**config.mk**
```make
export PLATFORM = sky130hd
export DESIGN_NAME = mult_share_ctrl_flat
export DESIGN_NICKNAME = d
export VERILOG_FILES = /design/src/rtl/mult_share_ctrl_pkg.sv /design/src/rtl/mult_share_ctrl_if.sv /design/src/rtl/mult_share_ctrl_arb.sv /design/src/rtl/mult_share_ctrl_core.sv /design/src/rtl/mult_share_ctrl.sv /design/src/flat_wrapper.sv
export SDC_FILE = /design/constraint.sdc
export NUM_CORES = 1
export LEC_CHECK = 0
export CAP_MARGIN = 10
export CORE_ASPECT_RATIO = 0.9
export CORE_MARGIN = 1
export CORE_UTILIZATION = 30
export DETAILED_ROUTE_END_ITERATION = 16
export SYNTH_ARGS = -nofsm -noshare
export SYNTH_HDL_FRONTEND = slang
export SYNTH_SLANG_ARGS = --single-unit
```
**constraint.sdc**
```tcl
create_clock -name i_clk -period 7.3 [get_ports i_clk]
set_input_delay 2.19 -clock i_clk [delete_from_list [all_inputs] [get_ports i_clk]]
set_output_delay 2.19 -clock i_clk [all_outputs]
set_load 0.01 [all_outputs]
```
**src/rtl/mult_share_ctrl_pkg.sv**
```systemverilog
// -----------------------------------------------------------------------------
// mult_pkg
// Shared types for the multiplier-sharing controller: operand/product widths,
// operand and product types, and the request record held in pipeline stage S1.
// No ports (package).
// -----------------------------------------------------------------------------
package mult_pkg;

    // Operand width is fixed by the 6-partial-product radix-4 core.
    localparam int OP_W = 11;
    localparam int P_W  = 22;

    typedef logic [OP_W-1:0] op_t;
    typedef logic [P_W-1:0]  prod_t;

    // Request record; id is wide enough for the largest supported NUM_REQ (8).
    typedef struct packed {
        op_t        a;
        op_t        b;
        logic [2:0] id;
    } mult_req_t;

endpackage

```
**src/rtl/mult_share_ctrl_if.sv**
```systemverilog
// -----------------------------------------------------------------------------
// mult_share_ctrl_if
// Request/result bus between NUM_REQ requesters, the result consumer and the
// multiplier-sharing controller.
//   master : requester/consumer side (drives req_valid, req_a, req_b, res_ready)
//   slave  : controller side (drives req_ready, res_*, busy, op_count)
// -----------------------------------------------------------------------------
interface mult_share_ctrl_if
    import mult_pkg::*;
#(
    parameter int NUM_REQ = 4,
    parameter int CNT_W   = 16
);
    localparam int ID_W = (NUM_REQ > 1) ? $clog2(NUM_REQ) : 1;

    logic [NUM_REQ-1:0]      req_valid;
    logic [NUM_REQ-1:0]      req_ready;
    logic [NUM_REQ*OP_W-1:0] req_a;
    logic [NUM_REQ*OP_W-1:0] req_b;
    logic                    res_valid;
    logic                    res_ready;
    prod_t                   res_p;
    logic [ID_W-1:0]         res_id;
    logic                    busy;
    logic [CNT_W-1:0]        op_count;

    modport master (
        output req_valid, req_a, req_b, res_ready,
        input  req_ready, res_valid, res_p, res_id, busy, op_count
    );

    modport slave (
        input  req_valid, req_a, req_b, res_ready,
        output req_ready, res_valid, res_p, res_id, busy, op_count
    );

endinterface

```
**src/rtl/mult_share_ctrl_arb.sv**
```systemverilog
// -----------------------------------------------------------------------------
// rr_arbiter
// Combinational round-robin arbiter: grants the lowest index at or after
// i_ptr+1 (mod N) whose request is set.
//   i_req   N      request vector
//   i_ptr   IDX_W  index granted last
//   o_grant N      one-hot grant (all zero when no request)
//   o_idx   IDX_W  encoded grant index
// -----------------------------------------------------------------------------
module rr_arbiter #(
    parameter int N     = 4,
    parameter int IDX_W = 2
) (
    input  logic [N-1:0]     i_req,
    input  logic [IDX_W-1:0] i_ptr,
    output logic [N-1:0]     o_grant,
    output logic [IDX_W-1:0] o_idx
);

    logic             w_found;
    logic [IDX_W-1:0] w_cand;

    // Rotating priority search; offset N wraps back to i_ptr itself last.
    always_comb begin
        o_grant = '0;
        o_idx   = '0;
        w_found = 1'b0;
        w_cand  = '0;
        for (int k = 1; k <= N; k++) begin
            w_cand = IDX_W'((int'(i_ptr) + k) % N);
            if (!w_found && i_req[w_cand]) begin
                o_grant[w_cand] = 1'b1;
                o_idx           = w_cand;
                w_found         = 1'b1;
            end else begin
                w_found = w_found;
            end
        end
    end

endmodule

```
**src/rtl/mult_share_ctrl_core.sv**
```systemverilog
// -----------------------------------------------------------------------------
// mult_core
// Unsigned 11b x 11b -> 22b combinational multiplier. Behavioural model with
// the same port contract as the radix-4 booth + dadda_tree core.
//   i_a, i_b  OP_W  operands
//   o_p       P_W   full-width product
// -----------------------------------------------------------------------------
module mult_core
    import mult_pkg::*;
(
    input  op_t   i_a,
    input  op_t   i_b,
    output prod_t o_p
);

    assign o_p = P_W'(i_a) * P_W'(i_b);

endmodule

```
**src/rtl/mult_share_ctrl.sv**
```systemverilog
// -----------------------------------------------------------------------------
// mult_share_ctrl
// Shares one combinational multiplier core among NUM_REQ requesters with
// round-robin arbitration and a 2-stage valid/ready pipeline (S1: operands +
// id, S2: product + id). One op/cycle throughput, 2-cycle latency.
//   i_clk  single clock, rising edge
//   i_rst  synchronous reset, active-high
//   bus    mult_share_ctrl_if.slave (requests in, results/status out)
// -----------------------------------------------------------------------------
module mult_share_ctrl
    import mult_pkg::*;
#(
    parameter int NUM_REQ = 4,
    parameter int CNT_W   = 16
) (
    input  logic               i_clk,
    input  logic               i_rst,
    mult_share_ctrl_if.slave   bus
);

    localparam int ID_W = (NUM_REQ > 1) ? $clog2(NUM_REQ) : 1;

    logic [NUM_REQ-1:0] w_grant_oh;
    logic [ID_W-1:0]    w_grant_idx;
    logic               w_adv2;
    logic               w_can_take;
    logic               w_accept;
    mult_req_t          w_req;
    prod_t              w_core_p;
    op_t                w_a_arr [NUM_REQ];
    op_t                w_b_arr [NUM_REQ];

    logic [ID_W-1:0]    r_rr_ptr;
    mult_req_t          r_s1;
    logic               r_s1_valid;
    prod_t              r_s2_p;
    logic [ID_W-1:0]    r_s2_id;
    logic               r_s2_valid;
    logic [CNT_W-1:0]   r_op_count;

    rr_arbiter #(.N(NUM_REQ), .IDX_W(ID_W)) u_arb (
        .i_req   (bus.req_valid),
        .i_ptr   (r_rr_ptr),
        .o_grant (w_grant_oh),
        .o_idx   (w_grant_idx)
    );

    mult_core u_core (
        .i_a (r_s1.a),
        .i_b (r_s1.b),
        .o_p (w_core_p)
    );

    // Pipeline advance conditions and the granted operand pair.
    always_comb begin
        for (int i = 0; i < NUM_REQ; i++) begin
            w_a_arr[i] = bus.req_a[i*OP_W +: OP_W];
            w_b_arr[i] = bus.req_b[i*OP_W +: OP_W];
        end
        w_adv2     = !r_s2_valid || bus.res_ready;
        // S1 can take a new op when empty or when its content moves into S2.
        w_can_take = !r_s1_valid || w_adv2;
        w_accept   = w_can_take && (|bus.req_valid);
        w_req.a    = w_a_arr[w_grant_idx];
        w_req.b    = w_b_arr[w_grant_idx];
        w_req.id   = 3'(w_grant_idx);
    end

    assign bus.req_ready = w_grant_oh & {NUM_REQ{w_can_take}};
    assign bus.res_valid = r_s2_valid;
    assign bus.res_p     = r_s2_p;
    assign bus.res_id    = r_s2_id;
    assign bus.busy      = r_s1_valid | r_s2_valid;
    assign bus.op_count  = r_op_count;

    // Round-robin pointer: moves to the granted index only on acceptance.
    always_ff @(posedge i_clk) begin
        if (i_rst) begin
            r_rr_ptr <= ID_W'(NUM_REQ - 1);
        end else if (w_accept) begin
            r_rr_ptr <= w_grant_idx;
        end else begin
            r_rr_ptr <= r_rr_ptr;
        end
    end

    // Stage S1: captures the granted operands, empties when drained into S2.
    always_ff @(posedge i_clk) begin
        if (i_rst) begin
            r_s1_valid <= 1'b0;
            r_s1       <= '0;
        end else if (w_accept) begin
            r_s1_valid <= 1'b1;
            r_s1       <= w_req;
        end else if (w_adv2) begin
            r_s1_valid <= 1'b0;
        end else begin
            r_s1_valid <= r_s1_valid;
        end
    end

    // Stage S2: product register; holds its data while the consumer stalls.
    always_ff @(posedge i_clk) begin
        if (i_rst) begin
            r_s2_valid <= 1'b0;
            r_s2_p     <= '0;
            r_s2_id    <= '0;
        end else if (w_adv2) begin
            r_s2_valid <= r_s1_valid;
            if (r_s1_valid) begin
                r_s2_p  <= w_core_p;
                r_s2_id <= r_s1.id[ID_W-1:0];
            end else begin
                r_s2_p  <= r_s2_p;
                r_s2_id <= r_s2_id;
            end
        end else begin
            r_s2_valid <= r_s2_valid;
        end
    end

    // Completed-result counter, wraps silently.
    always_ff @(posedge i_clk) begin
        if (i_rst) begin
            r_op_count <= '0;
        end else if (r_s2_valid && bus.res_ready) begin
            r_op_count <= r_op_count + CNT_W'(1);
        end else begin
            r_op_count <= r_op_count;
        end
    end

endmodule
```
**src/flat_wrapper.sv**
```systemverilog
// flat-port wrapper written by rule: the top's interface ports become plain ports
module mult_share_ctrl_flat import mult_pkg::*;
#(
    parameter int NUM_REQ = 4,
    parameter int CNT_W   = 16
)
  (i_clk, i_rst, bus_req_valid, bus_req_a, bus_req_b, bus_res_ready, bus_req_ready, bus_res_valid, bus_res_p, bus_res_id, bus_busy, bus_op_count);
  mult_share_ctrl_if #(.NUM_REQ(NUM_REQ), .CNT_W(CNT_W)) bus_i ();
  input  logic i_clk;
  input  logic i_rst;
  input wire logic [$bits(bus_i.req_valid)-1:0] bus_req_valid;
  input wire logic [$bits(bus_i.req_a)-1:0] bus_req_a;
  input wire logic [$bits(bus_i.req_b)-1:0] bus_req_b;
  input wire logic [$bits(bus_i.res_ready)-1:0] bus_res_ready;
  output wire logic [$bits(bus_i.req_ready)-1:0] bus_req_ready;
  output wire logic [$bits(bus_i.res_valid)-1:0] bus_res_valid;
  output wire logic [$bits(bus_i.res_p)-1:0] bus_res_p;
  output wire logic [$bits(bus_i.res_id)-1:0] bus_res_id;
  output wire logic [$bits(bus_i.busy)-1:0] bus_busy;
  output wire logic [$bits(bus_i.op_count)-1:0] bus_op_count;
  assign bus_i.req_valid = bus_req_valid;
  assign bus_i.req_a = bus_req_a;
  assign bus_i.req_b = bus_req_b;
  assign bus_i.res_ready = bus_res_ready;
  assign bus_req_ready = bus_i.req_ready;
  assign bus_res_valid = bus_i.res_valid;
  assign bus_res_p = bus_i.res_p;
  assign bus_res_id = bus_i.res_id;
  assign bus_busy = bus_i.busy;
  assign bus_op_count = bus_i.op_count;
  mult_share_ctrl #(.NUM_REQ(NUM_REQ), .CNT_W(CNT_W)) u_core (.i_clk(i_clk), .i_rst(i_rst), .bus(bus_i));
endmodule
```
# Yosys cells after proc, flatten, opt, wreduce, memory -nomap -nowiden
# Cells that the tools add are included.
[op_classes]
addsub = 5
n_mul = 1
order_cmp = 9
muxes = 35
bitwise_logic = 6
reduce_logical = 19
[op_table]
columns = ["op", "n"]
rows = [
  ["binary-select mux 11 bit (select 2 bit)", 2],
  ["2-to-1 mux 11 bit", 4],
  ["multiplier 11 x 11 -> 22 bit", 1],
  ["adder 16 x 1 -> 16 bit, second input constant", 1],
  ["2-to-1 mux 4 bit", 4],
  ["2-to-1 mux 1 bit", 13],
  ["less-than comparator 2 x 3 -> 1 bit, second input constant", 4],
  ["bitwise OR 4 bit", 3],
  ["logical AND 1 bit", 9],
  ["binary-select mux 1 bit (select 2 bit)", 4],
  ["demux 1 bit (select 2 bit)", 4],
  [">= comparator 2 x 1 -> 1 bit, second input constant", 4],
  ["2-to-1 mux 2 bit", 4],
  ["zero test 1 bit", 5],
  ["adder 2 x 1 -> 2 bit, second input constant", 2],
  ["adder 2 bit, second input constant", 2],
  ["bitwise AND 4 bit", 1],
  ["OR reduction 4 bit", 1],
  [">= comparator 3 bit, second input constant", 1],
  ["NOT 2 -> 3 bit", 1],
  ["logical OR 1 bit", 2],
  ["AND reduction 2 bit", 1],
  ["nonzero test 2 bit", 1],
  ["bitwise OR 1 bit", 1],
]
[word_totals]
reg_bits = 68
output_inout_bits = 46
word_cells = 84

# Longest topological paths before layout
# Gate-level depths: netlist of the first run.
[depth]
depth_word = 17
depth_mapped = 20

# Hierarchy
# From an unflattened synthesis of the first run, not the netlist that was laid out.
[unflattened]
hier_cells = 901
hier_area_um2 = 7701.1
[modules_own_cells]
columns = ["mod", "instances", "cells_each", "area_per_inst_um2", "seq_area_each_um2"]
rows = [
  ["mult_core", 1, 499, 4141.5, 0.0],
  ["mult_share_ctrl", 1, 343, 3069.2, 1361.3],
  ["rr_arbiter", 1, 59, 490.5, 0.0],
]

# Least setup slack after synthesis of the first run
# OpenSTA, ideal clock, no wires.
[synth_timing]
path_type = "input port to output port"
startpoint = "input port bus_req_valid[1]"
endpoint = "output port bus_req_ready[1]"
t_arrival_ns = 3.423
slack_ns = 1.687
stages = 5
n_path_buf = 1
path_cell_list = "buf_6 mux4_2 a211oi_4 a222oi_1 a21oi_1"
[synth_via]
elab_chain_cells = 13
[synth_lines]
columns = ["element", "line_no", "text"]
rows = [
  ["start, declared", "flat_wrapper.sv:11", "input wire logic [$bits(bus_i.req_valid)-1:0] bus_req_valid;"],
  ["binary-select mux 1 bit (select 2 bit)", "mult_share_ctrl_arb.sv:31", "if (!w_found && i_req[w_cand]) begin"],
  ["2-to-1 mux 1 bit (not written as such)", "mult_share_ctrl_arb.sv:31", ""],
  ["2-to-1 mux 1 bit", "mult_share_ctrl_arb.sv:31", ""],
  ["zero test 1 bit", "mult_share_ctrl_arb.sv:31", ""],
  ["logical AND 1 bit", "mult_share_ctrl_arb.sv:31", ""],
  ["2-to-1 mux 1 bit", "mult_share_ctrl_arb.sv:31", ""],
  ["zero test 1 bit", "mult_share_ctrl_arb.sv:31", ""],
  ["logical AND 1 bit", "mult_share_ctrl_arb.sv:31", ""],
  ["2-to-1 mux 1 bit", "mult_share_ctrl_arb.sv:31", ""],
  ["zero test 1 bit", "mult_share_ctrl_arb.sv:31", ""],
  ["logical AND 1 bit", "mult_share_ctrl_arb.sv:31", ""],
  ["2-to-1 mux 4 bit (*)", "mult_share_ctrl_arb.sv:31", ""],
  ["bitwise AND 4 bit (*)", "mult_share_ctrl.sv:69", "assign bus.req_ready = w_grant_oh & {NUM_REQ{w_can_take}};"],
  ["end, declared", "flat_wrapper.sv:15", "output wire logic [$bits(bus_i.req_ready)-1:0] bus_req_ready;"],
]
# Every way passes the cells marked *; elsewhere a longest branch is shown, timed or not. The select of a mux whose other input is x is not followed.

# Worst setup path after layout of the first run
[layout_timing]
startpoint = "input port bus_req_valid[2]"
endpoint = "output port bus_req_ready[1]"
# Same word-level chain as after synthesis.

==> results of run 1 <==
[per-layer routing]
metal  wire [µm]  part of all wire (%)
met1        7990                    43
met2        9850                    53
met3         597                   3.2
met4         318                   1.7
met5           0                     0
[flip-flops by register name, indices dropped and copies added, names as in the netlist]
register              flops
u_core.bus.res_id         2
u_core.bus.res_p         22
u_core.bus.res_valid      1
u_core.r_rr_ptr           2
u_core.r_s1              24
u_core.bus.op_count      16
u_core.r_s1_valid         1
[cell usage in the layout (no fill, tap or decap), types with 6 or more instances in the layout]
master             n
nor2_1            34
mux2i_1           47
nand3_1           14
clkbuf_16          9
and2_1            71
xor2_1            13
o21ai_0           10
nand4_1            8
inv_1            110
nand2_1          122
xnor2_1            7
ha_1              67
clkdlybuf4s50_1  140
o221ai_1          16
o21ai_1           12
dfxtp_1           68
nand2b_1           6
fa_1              80
o221ai_2           6
a21oi_1           41
[path summary, 6_finish.rpt]
kind,startpoint,to,cells past startpoint
worst max-delay path,bus_req_valid[2],bus_req_ready[1],6
worst min-delay path,u_core.bus.res_p[17],u_core.bus.res_p[17],2
worst min register to register,u_core.bus.res_p[17],u_core.bus.res_p[17],2
worst max register to register,u_core.r_s1[14],u_core.bus.res_p[21],17
[logic make-up (layout without fill, tap and decap cells)]
family                     after synthesis  in the layout  share of synthesized area [%]
and+or+nand+nor                        292            292                           19.1
buffers and inverters                  164            272                           9.16
adders and majority gates              147            147                           32.4
AOI/OAI and AO/OA                      123            123                           11.9
DFF                                     68             68                           18.1
muxes                                   50             50                           7.00
xor gates and xnor gates                20             20                           2.33
[power by group]
part	switching (W)	total [W]	internal [W]	leakage [nW]
combinational	0.00111	0.00203	0.000921	3.49
clock	0.000165	0.000391	0.000226	0.124
sequential	0.000213	0.000679	0.000466	0.557
[critical path, stage by stage]
cell and delay [ns]:
clkdlybuf4s50_1 0.59, mux4_2 0.58, a211oi_4 0.34, a222oi_1 0.18, a21oi_1 0.15, clkdlybuf4s50_1 0.55
[stage by stage]
stage	worst slack (ns)	utilization (%)	instances
after floorplan	1.69	-	864
after global placement	0.606	37.3	1293
after detailed placement	0.565	37.3	1293
after CTS	0.549	38.4	1308
after global routing	0.423	38.4	1308
final	0.524	38.4	1308
[cell type report]
type / instances / area [µm²]
clock buffer: 10 / 229
clock inverter: 5 / 30.0
fill: 2495 / 15100
inverter: 113 / 424
multi-input combinational: 632 / 5490
sequential: 68 / 1360
tap: 336 / 420
timing repair buffer: 144 / 1430
==> metrics, run 1 <==
status=complete, no violations; Final Cell Area=9380 µm²; diode count=0; initial antenna violation count=0; cell area after synthesis=7530 µm²; EDFF count, synth=0; worst slew pin tran=about 1.1 ns; total core area=between 20000 and 25000 µm²; area delta synth->final=24.6%; Syn Nets=between 1000 and 1500; met1 usage=roughly 19%; fin crit share=~93%; ANT nets after route=0; Vias per Instance=around 4.8; area share of the largest cell type after synthesis=between 20% and 30%; site row count=54; vias in the first global route=around 6600; Critical Path Source Type=primary input; MaxCap Viol Count=0; initial cell density of the core=~31%; count leader, synth=nand2_1; CTS H-tree depth=3; ranking of synthesized cells by area=fa_1, dfxtp_1, ha_1, mux2i_1, nand2_1; WL final=18800 µm; Root Driver=clkbuf_16; die area=approximately 26000 µm²; critical path class=primary input to output pin; nets@finish=around 1200; Tmin final=6.78 ns; Leak=4.17 nW; Yosys reg bits=68; die span in y=about 150 µm; Peak Freq=148 MHz; Final Hold Viols=0; post-detail-place hpwl=between 10000 and 15000 µm; Worst Setup End Kind=output pin; post-synthesis cell type count=between 60 and 70; DR iter-0 viols=324; RSZ-0062 raised after global routing=false; met3 GRT Util=under 10%; register area share after synthesis=between 15 and 20%; Worst IR Drop VDD=between 0.2 and 0.3 mV; met2 GRT Util=between 20% and 30%; cell count after synthesis=864; TritonCTS clock tree=built; Top Ports=141; # Post-CTS Setup Buffers=0; PostCTS Resize Cnt=0; first-pass GRT wire length=around 32000 µm; setup slack on the worst flop-to-flop path=between 1.5 and 2 ns; Most Crowded Layer GR=met2; Fin Setup TNS=0 ns; GPL Wtd Cong=a little under 0.8; worst rel slew slack=roughly a quarter; WL/cell=14.3 µm; Num CTS Buffers=9; placed inst area=9130 µm²; mean post-synth cell area=slightly below 9 µm²; CTS clock-pin slew for the worst setup and hold paths=around 0.06 ns; overall power=around 0.0031 W; Num Clock Sinks=68; share of layout cells above drive strength 1=a little over 4%; Setup Viol. Count Final=0; clk_skew=0.00720 ns; Fin Hold WS=~0.45 ns; CP Data Arrival Time=approximately 4.6 ns; DRC=0; global route total overflow=0; pwr/cell area=approximately 330 nW/µm²; top cells by count, synth=nand2_1, inv_1, fa_1, and2_1, dfxtp_1; DR pass1 iterations=8; final count of pins violating max slew=0; Total GRT Usage=around 16%; IO Port Bufs=140; FFs w/ async S/R, synth=0%; Min-Delay Path Class=register to register; largest net degree at the start of global routing=45; Clock Latency Late Sink=around 0.35 ns; Worst Path Max Fanout=11; main flop type after synthesis=dfxtp_1; routed via count=6267; clock buffer depth=2; CTS Hold Bufs=0; Die Wd=~170 µm; Ys Warns=0; Synth area leader=fa_1; CP required=5.11 ns
Note: power is estimated with default switching activity, not from simulation.
==> run 2, diff against run 1 <==
--- a/config.mk
+++ b/config.mk
@@ -7,7 +7,7 @@
 export LEC_CHECK = 0
 export CAP_MARGIN = 10
 export CORE_ASPECT_RATIO = 0.9
-export CORE_MARGIN = 1
+export CORE_MARGIN = 1.5
 export CORE_UTILIZATION = 30
 export DETAILED_ROUTE_END_ITERATION = 16
 export SYNTH_ARGS = -nofsm -noshare
==> run 2 against run 1 <==
  * Register-to-register slack got worse by 0.04 ns
  * Core utilization rose by 0.11 points
  * Worst hold slack barely moved
  * Worst setup slack improved by 0.030 ns
  * Clock power rose by 6.1%
  * Sequential share of layout area barely moved
  * Global-route usage barely moved
  * Clock-buffer cell count rose by 3
  * Total power rose by 1.2%
  * Critical path depth did not move
  * Routed wire length rose by 2.0%
==> metrics, run 2 (synthesis results as in run 1) <==
Top Ports=141 (unchanged); pwr/cell area=333 nW/µm² (+0.88%); clk_skew=0.00571 ns (-0.00148 ns); share of layout cells above drive strength 1=4.10% (-0.013 points); Worst IR Drop VDD=0.154 mV (-38%); Routed met2 length=10200 µm (+3.1%); critical path class=primary input to output pin; Vias per Instance=4.77 (-0.39%); CP Data Arrival Time=4.56 ns (-0.03 ns); FF-to-FF End=u_core.bus.res_p[21]; DR iter-0 viols=267 (-18%); die span in y=153 µm (+0.66%); Leak=4.19 nW (+0.48%); ANT nets after route=0 (unchanged); final count of pins violating max slew=0 (unchanged); Reg-to-Reg Start=u_core.r_s1[14]; max reg flops=24 (unchanged); CTS Hold Bufs=0 (unchanged); first-pass GRT wire length=32700 µm (+1.3%); # Post-CTS Setup Buffers=0 (unchanged); Peak Freq=148 MHz (+0.45%); Final Hold Viols=0 (unchanged); diode count=0 (unchanged); Clock Latency Late Sink=0.34 ns (about the same); FILL cells=2507 (+0.48%); CTS H-tree depth=3 (unchanged); IO Port Bufs=140 (unchanged); worst slew pin tran=1.07 ns (-0.0406 ns); GPL Wtd Cong=0.801 (+2.9%); Fin Setup TNS=0 ns (unchanged); Num Clock Sinks=68 (unchanged); Num CTS Buffers=9 (unchanged); hold depth=2 (unchanged); global route total overflow=0 (unchanged); WL/cell=14.6 µm (+1.7%); routed via count=6257 (-0.16%); commonest non-fill, non-tap cell in the layout=clkdlybuf4s50_1; Int Power=0.00163 W (+1.2%); die area=26100 µm² (+1.3%); Fin Hold WS=0.449 ns (+0.000196 ns); CP required=5.11 ns (about the same); DR top layer=met4; setup slack on the worst flop-to-flop path=1.77 ns (-0.04 ns); crit path buf inv count=2 (unchanged); sw frac=47.9% (about the same); Cell Chain, Critical Path=clkdlybuf4s50_1 -> mux4_2 -> a211oi_4 -> a222oi_1 -> a21oi_1 -> clkdlybuf4s50_1; sequential fraction of design power=21.7% (-0.2 points); Total GRT Usage=15.7% (about the same); largest net degree at the start of global routing=43 (-4.4%); cell mode on critical path=clkdlybuf4s50_1; PostCTS Resize Cnt=0 (unchanged); DR pass1 iterations=5 (-3); nets@finish=1212 (+0.17%); total core area=24500 µm² (unchanged); TritonCTS clock tree=built; most flop-heavy register=u_core.r_s1; MaxCap Viol Count=0 (unchanged); CP max stage delay=0.59 ns (about the same); Setup Viol. Count Final=0 (unchanged); DRC=0 (unchanged); post-detail-place hpwl=14900 µm (+1.0%); largest delay contributor family on the critical path=buffers and inverters; site row count=54 (unchanged); met3 wire len=540 µm (-9.5%); most frequent cells in the layout=clkdlybuf4s50_1, nand2_1, inv_1, fa_1, and2_1; clock buffer depth=2 (unchanged); switching power=0.00150 W (+1.1%); area delta synth->final=25.0%; crit path launch=bus_req_valid[2]; fin crit share=92.4% (-0.42 points); Slowest-stage cell, CP=clkdlybuf4s50_1; Worst Path Max Fanout=11 (unchanged); Root Driver=clkbuf_16; R2R depth=17 (unchanged); Critical Path Source Type=primary input; CTS clock-pin slew for the worst setup and hold paths=0.06 ns (about the same); Critical Path End=bus_req_ready[1]; M1 WL=8120 µm (+1.7%); Min-Delay Path Class=register to register; clock power share=13.2% (+0.6 points); Combinational Power Share=65.1% (-0.4 points); Die Wd=170 µm (+0.59%); Worst Setup End Kind=output pin; status=complete, no violations; worst rel slew slack=28.3% (+2.7 points); RSZ-0062 raised after global routing=false; Tmin final=6.75 ns (-0.0305 ns); critical path depth=6 (unchanged); WL final=19100 µm (+2.0%); initial antenna violation count=0 (unchanged); vias in the first global route=6696 (+1.0%); initial cell density of the core=30.8% (unchanged)
## run 2: changes by cell type in the layout (fill, tap and decap cells not counted), moves of 2 or more
cell        previous run  this run
buf_4                  4         6
clkbuf_1               1         3
clkinv_2               3         1
clkinv_4               0         2
clkinvlp_4             2         0
## run 2: final cells by class
class	instances	area, µm²	share of cell area [%]
clock buffers	13	250	2.66
clock inverters	3	22.5	0.239
inverters	113	424	4.51
multi-input cells	632	5490	58.3
flip-flops and latches	68	1360	14.5
well taps	336	420	4.47
repair buffers	146	1450	15.4
## run 2: layer usage
metal  vias up  GRT usage, %
met3        24          2.02
met1      3093          18.3
met4         0          4.89
met2        85          29.3
met5         -             0
li1       3055             -
## run 2: how the worst min path moves through the flow
stage | to | slack [ns] | from
finish | u_core.bus.res_p[18] | 0.45 | u_core.bus.res_p[18]
global route | u_core.bus.res_p[5] | 0.47 | u_core.bus.res_p[5]
CTS | u_core.bus.res_p[18] | 0.45 | u_core.bus.res_p[18]
detailed placement | u_core.bus.res_p[18] | 0.44 | u_core.bus.res_p[18]
global placement | u_core.bus.res_p[8] | 0.44 | u_core.bus.res_p[8]
floorplan | u_core.bus.res_id[0] | 0.43 | u_core.r_s1[0]
## run 2: worst reg2reg max path, stage by stage, from the launching register on
cell and delay (ns):
dfxtp_1 0.63, nand2_1 0.15, fa_1 0.53, fa_1 0.55
inv_1 0.06, fa_1 0.52, fa_1 0.55, inv_1 0.06
fa_1 0.53, inv_1 0.04, ha_1 0.36, a21oi_1 0.18
o22ai_1 0.09, o31ai_1 0.40, o21ai_1 0.22, a41oi_1 0.27
mux2i_1 0.22, nand2_1 0.06
## run 2: per-stage QoR
stage	total power [W]	instances	setup WS (ns)	instance area [µm²]	utilization, %
5_1_grt	0.00349	1311	0.459	9410	38.5
4_1_cts	0.00319	1311	0.583	9410	38.5
2_1_floorplan	0.00221	864	1.69	7530	-
6_report	0.00314	1311	0.555	9410	38.5
3_3_place_gp	0.00272	1295	0.610	9140	37.4
3_5_place_dp	0.00275	1295	0.598	9140	37.4
## run 2: power groups by stage
stage | Combinational (W) | Sequential [W] | Clock [W]
5_1_grt | 0.00236 | 0.000703 | 0.000436
3_3_place_gp | 0.00204 | 0.000683 | 0
6_report | 0.00204 | 0.000681 | 0.000415
3_5_place_dp | 0.00207 | 0.000686 | 0
2_1_floorplan | 0.00168 | 0.000534 | 0
4_1_cts | 0.00208 | 0.000680 | 0.000424
